`src/rtl/t02_div_pkg.sv`:
```
// t02 divider shared types and constants.
// Also used by the control unit to map funct3 onto div_op_t.
package t02_div_pkg;

   localparam int XLEN = 32;

   typedef enum logic [1:0] {
      DIV_S = 2'd0,
      DIV_U = 2'd1,
      REM_S = 2'd2,
      REM_U = 2'd3
   } div_op_t;

   typedef enum logic [1:0] {
      IDLE = 2'd0,
      CALC = 2'd1,
      FIN  = 2'd2
   } div_state_t;

   localparam logic [XLEN-1:0] DIV_BY_ZERO_Q = '1;
   localparam logic [XLEN-1:0] SIGNED_MIN =
      {1'b1, {(XLEN-1){1'b0}}};

endpackage

```
`src/rtl/t02_divider_if.sv`:
```
// Start/done handshake and operand/result bundle
// between the execute stage and the divider.
interface t02_divider_if #(
   parameter int WIDTH = 32
);
   import t02_div_pkg::*;

   logic             start;
   div_op_t          op;
   logic [WIDTH-1:0] dividend;
   logic [WIDTH-1:0] divisor;
   logic             busy;
   logic             done;
   logic [WIDTH-1:0] result;

   modport master (
      output start, op, dividend, divisor,
      input  busy, done, result
   );

   modport slave (
      input  start, op, dividend, divisor,
      output busy, done, result
   );

endinterface

```
`src/rtl/t02_div_step.sv`:
```
// One restoring division iteration:
// shift in a dividend bit, trial-subtract, keep or restore.
module t02_div_step #(
   parameter int WIDTH = 32
) (
   input  logic [WIDTH-1:0] rem_in,
   input  logic             bit_in,
   input  logic [WIDTH-1:0] dvs,
   output logic [WIDTH-1:0] rem_out,
   output logic             q_bit
);

   logic [WIDTH:0] shifted;
   logic [WIDTH:0] diff;

   assign shifted = {rem_in, bit_in};
   assign diff    = shifted - {1'b0, dvs};
   assign q_bit   = ~diff[WIDTH];
   assign rem_out = q_bit ? diff[WIDTH-1:0]
                          : shifted[WIDTH-1:0];

endmodule

```
`src/rtl/t02_divider.sv`:
```
// Iterative RV32M DIV/DIVU/REM/REMU unit,
// one restoring quotient bit per clock.
module t02_divider
   import t02_div_pkg::*;
#(
   parameter int WIDTH = 32,
   parameter int CNT_W = 6
) (
   input logic           clk,
   input logic           rst,
   t02_divider_if.slave  bus
);

   div_state_t       state;
   div_state_t       state_nx;
   div_op_t          op_q;
   logic [CNT_W-1:0] cnt;
   logic [WIDTH-1:0] rem_q;
   logic [WIDTH-1:0] dq_q;
   logic [WIDTH-1:0] dvs_q;
   logic [WIDTH-1:0] res_q;
   logic             neg_q;
   logic             neg_r;
   logic             done_q;

   logic             is_signed;
   logic             div_zero;
   logic             ovf;
   logic [WIDTH-1:0] a_abs;
   logic [WIDTH-1:0] b_abs;
   logic [WIDTH-1:0] rem_nx;
   logic             q_bit;
   logic [WIDTH-1:0] q_fix;
   logic [WIDTH-1:0] r_fix;

   assign is_signed = ~bus.op[0];
   assign div_zero  = (bus.divisor == '0);
   assign ovf = is_signed
      && (bus.dividend == SIGNED_MIN)
      && (bus.divisor == DIV_BY_ZERO_Q);

   assign a_abs = (is_signed && bus.dividend[WIDTH-1])
      ? -bus.dividend : bus.dividend;
   assign b_abs = (is_signed && bus.divisor[WIDTH-1])
      ? -bus.divisor : bus.divisor;

   assign q_fix = neg_q ? -dq_q : dq_q;
   assign r_fix = neg_r ? -rem_q : rem_q;

   // dq_q shifts dividend bits out the top and quotient bits in
   t02_div_step #(.WIDTH(WIDTH)) u_step (
      .rem_in  (rem_q),
      .bit_in  (dq_q[WIDTH-1]),
      .dvs     (dvs_q),
      .rem_out (rem_nx),
      .q_bit   (q_bit)
   );

   always_ff @(posedge clk or posedge rst) begin
      if (rst) state <= IDLE;
      else     state <= state_nx;
   end

   always_comb begin
      state_nx = state;
      unique case (state)
         IDLE:
            if (bus.start)
               state_nx = (div_zero || ovf) ? FIN : CALC;
         CALC:
            if (cnt == CNT_W'(1)) state_nx = FIN;
         FIN:
            state_nx = IDLE;
         default:
            state_nx = IDLE;
      endcase
   end

   always_comb begin
      bus.busy   = (state != IDLE);
      bus.done   = done_q;
      bus.result = res_q;
   end

   always_ff @(posedge clk or posedge rst) begin
      if (rst) begin
         op_q   <= DIV_S;
         cnt    <= '0;
         rem_q  <= '0;
         dq_q   <= '0;
         dvs_q  <= '0;
         res_q  <= '0;
         neg_q  <= 1'b0;
         neg_r  <= 1'b0;
         done_q <= 1'b0;
      end else begin
         done_q <= 1'b0;
         unique case (state)
            IDLE: if (bus.start) begin
               op_q <= bus.op;
               if (div_zero) begin
                  dq_q  <= DIV_BY_ZERO_Q;
                  rem_q <= bus.dividend;
                  neg_q <= 1'b0;
                  neg_r <= 1'b0;
               end else if (ovf) begin
                  dq_q  <= SIGNED_MIN;
                  rem_q <= '0;
                  neg_q <= 1'b0;
                  neg_r <= 1'b0;
               end else begin
                  dq_q  <= a_abs;
                  dvs_q <= b_abs;
                  rem_q <= '0;
                  neg_q <= is_signed
                     & (bus.dividend[WIDTH-1]
                     ^ bus.divisor[WIDTH-1]);
                  neg_r <= is_signed
                     & bus.dividend[WIDTH-1];
                  cnt   <= CNT_W'(WIDTH);
               end
            end
            CALC: begin
               rem_q <= rem_nx;
               dq_q  <= {dq_q[WIDTH-2:0], q_bit};
               cnt   <= cnt - 1'b1;
            end
            FIN: begin
               res_q  <= op_q[1] ? r_fix : q_fix;
               done_q <= 1'b1;
            end
            default: ;
         endcase
      end
   end

endmodule

```
`src/flat_wrapper.sv`:
```
// flat-port wrapper written by rule: the top's interface ports become plain ports
module t02_divider_flat import t02_div_pkg::*;
#(
   parameter int WIDTH = 32,
   parameter int CNT_W = 6
)
  (clk, rst, bus_start, bus_op, bus_dividend, bus_divisor, bus_busy, bus_done, bus_result);
  t02_divider_if #(.WIDTH(WIDTH)) bus_i ();
  input logic clk;
  input logic rst;
  input wire logic [$bits(bus_i.start)-1:0] bus_start;
  input wire logic [$bits(bus_i.op)-1:0] bus_op;
  input wire logic [$bits(bus_i.dividend)-1:0] bus_dividend;
  input wire logic [$bits(bus_i.divisor)-1:0] bus_divisor;
  output wire logic [$bits(bus_i.busy)-1:0] bus_busy;
  output wire logic [$bits(bus_i.done)-1:0] bus_done;
  output wire logic [$bits(bus_i.result)-1:0] bus_result;
  assign bus_i.start = bus_start;
  assign bus_i.op = bus_op;
  assign bus_i.dividend = bus_dividend;
  assign bus_i.divisor = bus_divisor;
  assign bus_busy = bus_i.busy;
  assign bus_done = bus_i.done;
  assign bus_result = bus_i.result;
  t02_divider #(.WIDTH(WIDTH), .CNT_W(CNT_W)) u_core (.clk(clk), .rst(rst), .bus(bus_i));
endmodule
```
`config.mk`:
```
export PLATFORM = sky130hd
export DESIGN_NAME = t02_divider_flat
export DESIGN_NICKNAME = d
export VERILOG_FILES = /design/src/rtl/t02_div_pkg.sv /design/src/rtl/t02_divider_if.sv /design/src/rtl/t02_div_step.sv /design/src/rtl/t02_divider.sv /design/src/flat_wrapper.sv
export SDC_FILE = /design/constraint.sdc
export NUM_CORES = 1
export LEC_CHECK = 0
export ABC_AREA = 1
export BUFFER_PORTS_ARGS = -buffer_cell sky130_fd_sc_hd__buf_2
export CAP_MARGIN = 25
export CORE_MARGIN = 4
export CORE_UTILIZATION = 57
export CTS_BUF_LIST = sky130_fd_sc_hd__clkbuf_4 sky130_fd_sc_hd__clkbuf_8 sky130_fd_sc_hd__clkbuf_16
export DETAILED_ROUTE_END_ITERATION = 8
export GPL_TIMING_DRIVEN = 0
export PLACE_DENSITY = 0.78
export SYNTH_ARGS = -nofsm -noshare
export SYNTH_HDL_FRONTEND = slang
export SYNTH_HIERARCHICAL = 1
export SYNTH_SLANG_ARGS = --single-unit
export TNS_END_PERCENT = 20
```
`constraint.sdc`:
```
create_clock -name clk -period 5.9 [get_ports clk]
set_input_delay 1.77 -clock clk [delete_from_list [all_inputs] [get_ports clk]]
set_output_delay 1.77 -clock clk [all_outputs]
set_load 0.02 [all_outputs]
```
==> key figures, run 1 <==
STA
  – Rel. slew slack: 47.8%
  – RSZ-0062 raised after global routing: no
  – Final-report setup violation count: 0
  – Measured slew at the worst slew-check pin: 780 ps
  – Min cycle time layout: 3580 ps
  – Tcrit/Tclk final: 60.7%
  – Hold Vio Cnt, Final: 0
  – Post-route setup slack: 2320 ps
  – Fmax: 0.279 GHz
  – Fin. max-slew vios: 0
  – Max Clock Skew: 17.0 ps

Power and ir drop
  – Peak supply drop: 158 µV
  – Pwr/cell area: 276 mW/mm²
  – P_leak: 7.94 nW
  – Clk network pwr share: 27.4%
  – Comb pwr share: 46.2%
  – Seq pwr share: 26.4%
  – Switch share: 42.9%
  – Pint: 2.32 mW
  – Switching pwr: 1.75 mW

Detailed routing
  – Drt wl/cell: 18.2 µm
  – Initial DRC Count: 1960
  – Vias: 15100
  – Vias/cell: 5.80
  – Final wirelength: 47.3 mm
  – Post-DRT Antenna Nets: 0
  – TritonRoute pass-1 iters: 6
  – DRC Markers: 0

Final layout
  – Diode count: 0
  – Multi-input gate area: 0.00816 mm²
  – Net count, final: 2415
  – Fill count: 2184
  – Final core utilization: 64.9%
  – Storage cell area: 0.00350 mm²
  – Layout cell share with drive strength beyond 1: 10.1%
  – Fin area: 0.0147 mm²
  – Layout area overhead: 11.3%

Hold path
  – Worst Hold Path EP: u_core/bus.result[31]
  – Hold path startpoint: u_core/bus.result[31]
  – Worst min path class: reg2reg
  – Worst Hold Path Cells: 2

Placed design
  – Dpl cell area: 0.0141 mm²
  – GP Congestion: 1.01
  – Port Buffers: 102
  – Worst slack, placed: 2010 ps
  – Dpl hpwl: 38.4 mm

Clocking
  – Root Buffer: clkbuf_16
  – Post-CTS setup repair buffer count: 0
  – Max Root-Sink Buffers: 2
  – Num CTS Buffers: 17
  – TritonCTS clock tree: built
  – Worst-Skew Late Latency: 440 ps
  – H-tree depth: 4
  – Hold_buf cts: 0
  – Post_cts resized: 0
  – Worst-path clk slew: 60 ps
  – Clock sink total: 140

Floorplanning
  – Die footprint: 0.0257 mm²
  – Die Y-Extent: 160 µm
  – Die width: 160 µm
  – Initial Util: 58.3%
  – Top Ports: 103
  – Row cnt: 55
  – CORE AREA: 0.0227 mm²

Logic synthesis
  – Top-count cell post-synth: nand2_1
  – Cell count after synthesis: 2184
  – Syn Nets: 2293
  – Synth top area share: 26.5%
  – Cell area after synthesis: 0.0132 mm²
  – Synth area leaders: dfrtp_1 (26%), nand2_1 (21%), inv_1 (8.9%)
  – Synth Area per Inst: 6.06 µm²
  – Top FF cell, synth: dfrtp_1
  – Yosys warns: 6
  – Post-synth ARST share: 100%
  – Seq/Total Area, Yosys: 26.5%
  – Number of enable flip-flop cells after synthesis: 0
  – Cell variety after synth: 48
  – Synth top cells by count: nand2_1 (728), inv_1 (314), nor2_1 (223)
  – Area leader, netlist: dfrtp_1
  – Flip-flop and latch count after synthesis: 140

Setup path
  – Setup slack, reg-to-reg: 2860 ps
  – Critical Path AT: 3890 ps
  – RR Startpoint: u_core/dq_q[31]
  – R2R cell count: 18
  – R2R Path End: u_core/rem_q[23]
  – Worst setup EP type: flop
  – Setup CP Type: in2reg
  – Critical path peak fanout: 9
  – Worst setup SP type: input pin
  – CP required: 6210 ps
  – Crit-path max cell delay: 280 ps
  – Critical-path cell list: buf_2 > inv_1 > ha_1 > nand3_2 > nor2_4 > nand4_1 > inv_1 > nand2_1 > nand3_2 > inv_2 > o211ai_1 > nand2_1
  – Slowest CP cell: nor2_4

Global route
  – Total track usage: 35.7%
  – Largest net degree at the start of global routing: 93
  – Total grt overflow: 0
  – First-pass GRT wire length: 72.6 mm
  – Vias in the first global route: 13400
  – Antenna violations before repair: 0

Outcome
  – Outcome: completed

Flow run
  – Max_cap viols: 0
[worst max path at each step]
| stage | slack [ps] | endpoint | from | cells past startpoint |
|---|---|---|---|---|
| final | 2320 | u_core/dvs_q[1] | bus_dividend[0] | 12 |
| after global routing | 2230 | u_core/dvs_q[1] | bus_dividend[0] | 12 |
| after CTS | 2460 | u_core/dvs_q[1] | bus_dividend[0] | 12 |
| after detailed placement | 2010 | u_core/dvs_q[1] | bus_dividend[0] | 12 |
| after global placement | -1110 | u_core/rem_q[3] | rst | 2 |
| after floorplan | 380 | u_core/bus.done | rst | 1 |
[metrics by stage]
stage               hold slack (ps)  TNS, ps  power (mW)  cells
finish                          475        0        4.07   2604
global route                    496        0        4.31   2604
CTS                             477        0        4.02   2604
detailed placement              459        0        2.91   2572
global placement                459  -153250        2.86   2571
floorplan                       449        0        2.40   2184
[sequential cells by signal, summed over array words and instances (netlist names)]
name               flops
u_core/neg_q           1
u_core/bus.done        1
u_core/neg_r           1
u_core/dvs_q          32
u_core/cnt             6
u_core/state           2
u_core/dq_q           32
u_core/bus.result     32
u_core/rem_q          32
u_core/op_q            1
[cells by family (layout without fill, tap and decap cells)]
family / after synthesis / in the layout / synth area share [%]
simple gates: 1261 / 1261 / 40.2
buf+inv: 394 / 529 / 11.9
compound gates: 299 / 299 / 14.3
flops: 140 / 140 / 26.5
xor+xnor: 50 / 50 / 3.31
fa+ha+maj: 40 / 40 / 3.84
[layer usage]
layer	wire length, µm	share of wire [%]	GRT usage (%)	vias to the layer above
li1	-	-	-	7238
met1	20700	44	51.9	6928
met2	19700	42	53.6	808
met3	5170	11	6.88	129
met4	1690	3.6	12.0	0
met5	0	0	0	-
[cell usage in the layout (no fill, tap or decap), drive strengths merged, types with 6 or more instances in the layout]
cell type,instances
xor2,47
o221ai,6
o21bai,8
ha,39
nor3,18
o31ai,32
clkinv,8
buf,136
clkbuf,54
dfrtp,140
nand3b,7
inv,327
nor2,240
a22oi,38
a31oi,14
nand3,204
nand4,39
o21ai,122
a21oi,66
nand2,740
and2,6
[final cells by class]
| class | instances | area share, % |
|---|---|---|
| repair buffers | 103 | 3.65 |
| flip-flops and latches | 140 | 23.8 |
| plain buffers | 69 | 2.40 |
| clock buffers | 18 | 2.98 |
| inverters | 325 | 8.31 |
| well taps | 285 | 2.42 |
| clock inverters | 14 | 1.09 |
| multi-input cells | 1650 | 55.4 |
[critical path, delay by kind of cell]
family,cells,cell delay [ps]
AOI/OAI and AO/OA,1,160
buffers and inverters,4,630
adders and majority gates,1,230
and+or+nand+nor,6,1080
[power by group through the flow]
| stage | Combinational, mW | Sequential, mW | Clock [mW] |
|---|---|---|---|
| 2_1_floorplan | 1.32 | 1.08 | 0 |
| 3_3_place_gp | 1.78 | 1.09 | 0 |
| 3_5_place_dp | 1.82 | 1.09 | 0 |
| 4_1_cts | 1.83 | 1.07 | 1.12 |
| 5_1_grt | 2.06 | 1.08 | 1.17 |
| 6_report | 1.88 | 1.07 | 1.12 |
Note: power is estimated with default switching activity, not from simulation.
==> run 2: changes to the inputs <==
--- a/config.mk
+++ b/config.mk
@@ -9,11 +9,11 @@
 export BUFFER_PORTS_ARGS = -buffer_cell sky130_fd_sc_hd__buf_2
 export CAP_MARGIN = 25
 export CORE_MARGIN = 4
-export CORE_UTILIZATION = 57
+export CORE_UTILIZATION = 56
 export CTS_BUF_LIST = sky130_fd_sc_hd__clkbuf_4 sky130_fd_sc_hd__clkbuf_8 sky130_fd_sc_hd__clkbuf_16
 export DETAILED_ROUTE_END_ITERATION = 8
 export GPL_TIMING_DRIVEN = 0
-export PLACE_DENSITY = 0.78
+export PLACE_DENSITY = 0.8
 export SYNTH_ARGS = -nofsm -noshare
 export SYNTH_HDL_FRONTEND = slang
 export SYNTH_HIERARCHICAL = 1
==> constraint.sdc (replaced) <==
create_clock -name clk -period 2.9 [get_ports clk]
set_input_delay 0.87 -clock clk [delete_from_list [all_inputs] [get_ports clk]]
set_output_delay 0.87 -clock clk [all_outputs]
set_load 0.02 [all_outputs]
==> run 2 against run 1 <==
Compared with the run above:
- count of clock-buffer cells in the layout fell by 1
- largest power group unchanged
- clock skew fell by 2.7 ps
- critical path depth rose by 6
- final cell count grew 1.3%
- non-clock buffer count increased by 5
- die area increased by 1.7%
- register-to-register slack got worse by 2800 ps
- routed wire length up 2.3%
- critical path type is now reg2reg
- sequential power rose by 100%
- via count up 0.73%
==> key figures, run 2 (synthesized netlist as in run 1, its figures left out) <==
Final layout
  – Most common cell after layout, fill and taps aside: nand2_1
  – Layout cell share with drive strength beyond 1: 10.8% (+0.75 points)
  – Fin cells: 2637 (+1.3%)
  – Net count, final: 2420 (+0.21%)
  – Diode count: 0 (unchanged)
  – Most frequent cells in the layout: nand2_1 (728), inv_1 (312), nor2_1 (223), nand3_1 (198), dfrtp_1 (138)
  – Layout area overhead: 12.5%

Detailed routing
  – Vias/cell: 5.77 (-0.53%)
  – Drt wl/cell: 18.4 µm (+1.0%)
  – Final wirelength: 48.4 mm (+2.3%)
  – Vias: 15200 (+0.73%)
  – DRC Markers: 0 (unchanged)
  – Initial DRC Count: 1977 (+0.87%)
  – Post-DRT Antenna Nets: 0 (unchanged)
  – TritonRoute pass-1 iters: 8 (+2)

Floorplanning
  – Top Ports: 103 (unchanged)
  – CORE AREA: 0.0229 mm² (+0.91%)
  – Row cnt: 55 (unchanged)
  – Die footprint: 0.0262 mm² (+1.7%)
  – Initial Util: 57.8% (-0.53 points)
  – Die width: 162 µm (+0.84%)
  – Die Y-Extent: 162 µm (+0.84%)

Setup path
  – CP required: 3170 ps (-3040 ps)
  – Worst setup EP type: flop
  – Worst setup SP type: flop
  – Critical Path AT: 3060 ps (-830 ps)
  – Setup CP Type: reg2reg
  – RR Startpoint: u_core/dq_q[31]
  – Critical path peak fanout: 10 (+1)
  – CP startpoint: u_core/dq_q[31]

STA
  – Measured slew at the worst slew-check pin: 829 ps (+48.3 ps)
  – Rel. slew slack: 44.8% (-3.0 points)
  – Hold Vio Cnt, Final: 0 (unchanged)
  – Min cycle time layout: 2790 ps
  – Post-route setup slack: 108 ps (-2210 ps)
  – Final-report setup violation count: 0 (unchanged)
  – Fmax: 0.358 GHz
  – Fin. max-slew vios: 0 (unchanged)
  – Setup TNS: 0 ps (unchanged)
  – Tcrit/Tclk final: 96.3%
  – Max Clock Skew: 14.3 ps (-2.71 ps)

Clocking
  – Clock sink total: 140 (unchanged)
  – Num CTS Buffers: 17 (unchanged)
  – H-tree depth: 4 (unchanged)
  – Root Buffer: clkbuf_16
  – TritonCTS clock tree: built
  – Worst-Skew Late Latency: 420 ps (-20 ps)
  – Max Root-Sink Buffers: 2 (unchanged)
  – Worst-path clk slew: 70 ps (about the same)

Global route
  – Largest net degree at the start of global routing: 46 (-51%)
  – Total grt overflow: 0 (unchanged)
  – Antenna violations before repair: 1 (+1)
  – Vias in the first global route: 13800 (+2.8%)
  – Total track usage: 36.2% (+0.52 points)
  – First-pass GRT wire length: 74.7 mm (+2.9%)

Flow run
  – Max_cap viols: 0 (unchanged)

Power and ir drop
  – Pwr/cell area: 562 mW/mm² (+100%)
  – Peak supply drop: 412 µV (+160%)
  – P_leak: 7.97 nW (+0.37%)

Placed design
  – GP Congestion: 1.02 (+1.3%)
  – Worst slack, placed: -165 ps (-2180 ps)
  – Port Buffers: 102 (unchanged)
  – Post-placement cell count: 2602 (+1.2%)
  – Dpl hpwl: 39.3 mm (+2.2%)

Hold path
  – Hold path startpoint: u_core/bus.result[24]
  – Worst min path class: reg2reg

Outcome
  – Outcome: completed
## run 2: final cells by class
cell class | count | area, µm²
Clock buffer | 17 | 425
Inverter | 325 | 1220
Fill cell | 2264 | 8030
Timing Repair Buffer | 108 | 601
Tap cell | 313 | 392
Multi-Input combinational cell | 1650 | 8200
Sequential cell | 140 | 3510
Clock inverter | 15 | 183
Buffer | 69 | 354
## run 2: what timing repair did
item                       in CTS  in global routing
gates resized for setup         3                 11
pin swaps                       0                  3
hold buffers                    0                  0
setup endpoints to repair      29                 32
setup buffers                   1                  2
## run 2: worst max-delay path: stages, from the launching register on
cell and delay [ps]:
dfrtp_2 440, inv_1 70, ha_2 200, fa_2 420, inv_2 90, nand2_1 50, nand2_1 80, nand3_1 90
nand2_2 80, nand2_1 60, nand2_2 110, nand2_2 110, nand3_2 100, nand2_4 100, buf_6 150, nand2_1 60
nand2_1 70, a22oi_2 270, o31ai_4 110
## run 2: metal layers
layer  GRT usage [%]  share of wire (%)  vias up
met5               0              0.027        -
met4            9.07                2.5        2
met3            8.48                 11       94
met2            55.8                 43      850
met1            51.8                 43     7012
li1                -                  -     7255
## run 2: power by group
group          switching [mW]  internal [mW]  total, mW  leakage, nW
clock                   0.965           1.30       2.27        0.299
combinational            2.57           1.33       3.91         6.03
sequential             0.0813           2.11       2.19         1.64
total                    3.62           4.74       8.36         7.97
## run 2: final timing paths
check,end,slack [ps],cells after the start
setup / recovery,u_core/rem_q[14],110,18
max in group asynchronous,u_core/dvs_q[17],1430,4
min in group asynchronous,u_core/bus.result[8],590,2
setup reg to reg,u_core/rem_q[14],110,18
hold reg to reg,u_core/bus.result[24],470,2
hold / removal,u_core/bus.result[24],470,2
## run 2: per-stage QoR
stage                     total power [mW]  area [µm²]  utilization [%]  hold WS [ps]
after floorplan                       4.88       13200                -           449
after global placement                5.85       14100             61.7           459
after detailed placement              5.96       14200             62.0           460
after CTS                             8.25       14800             64.7           478
after global routing                  8.84       14900             64.9           509
final                                 8.36       14900             64.9           472
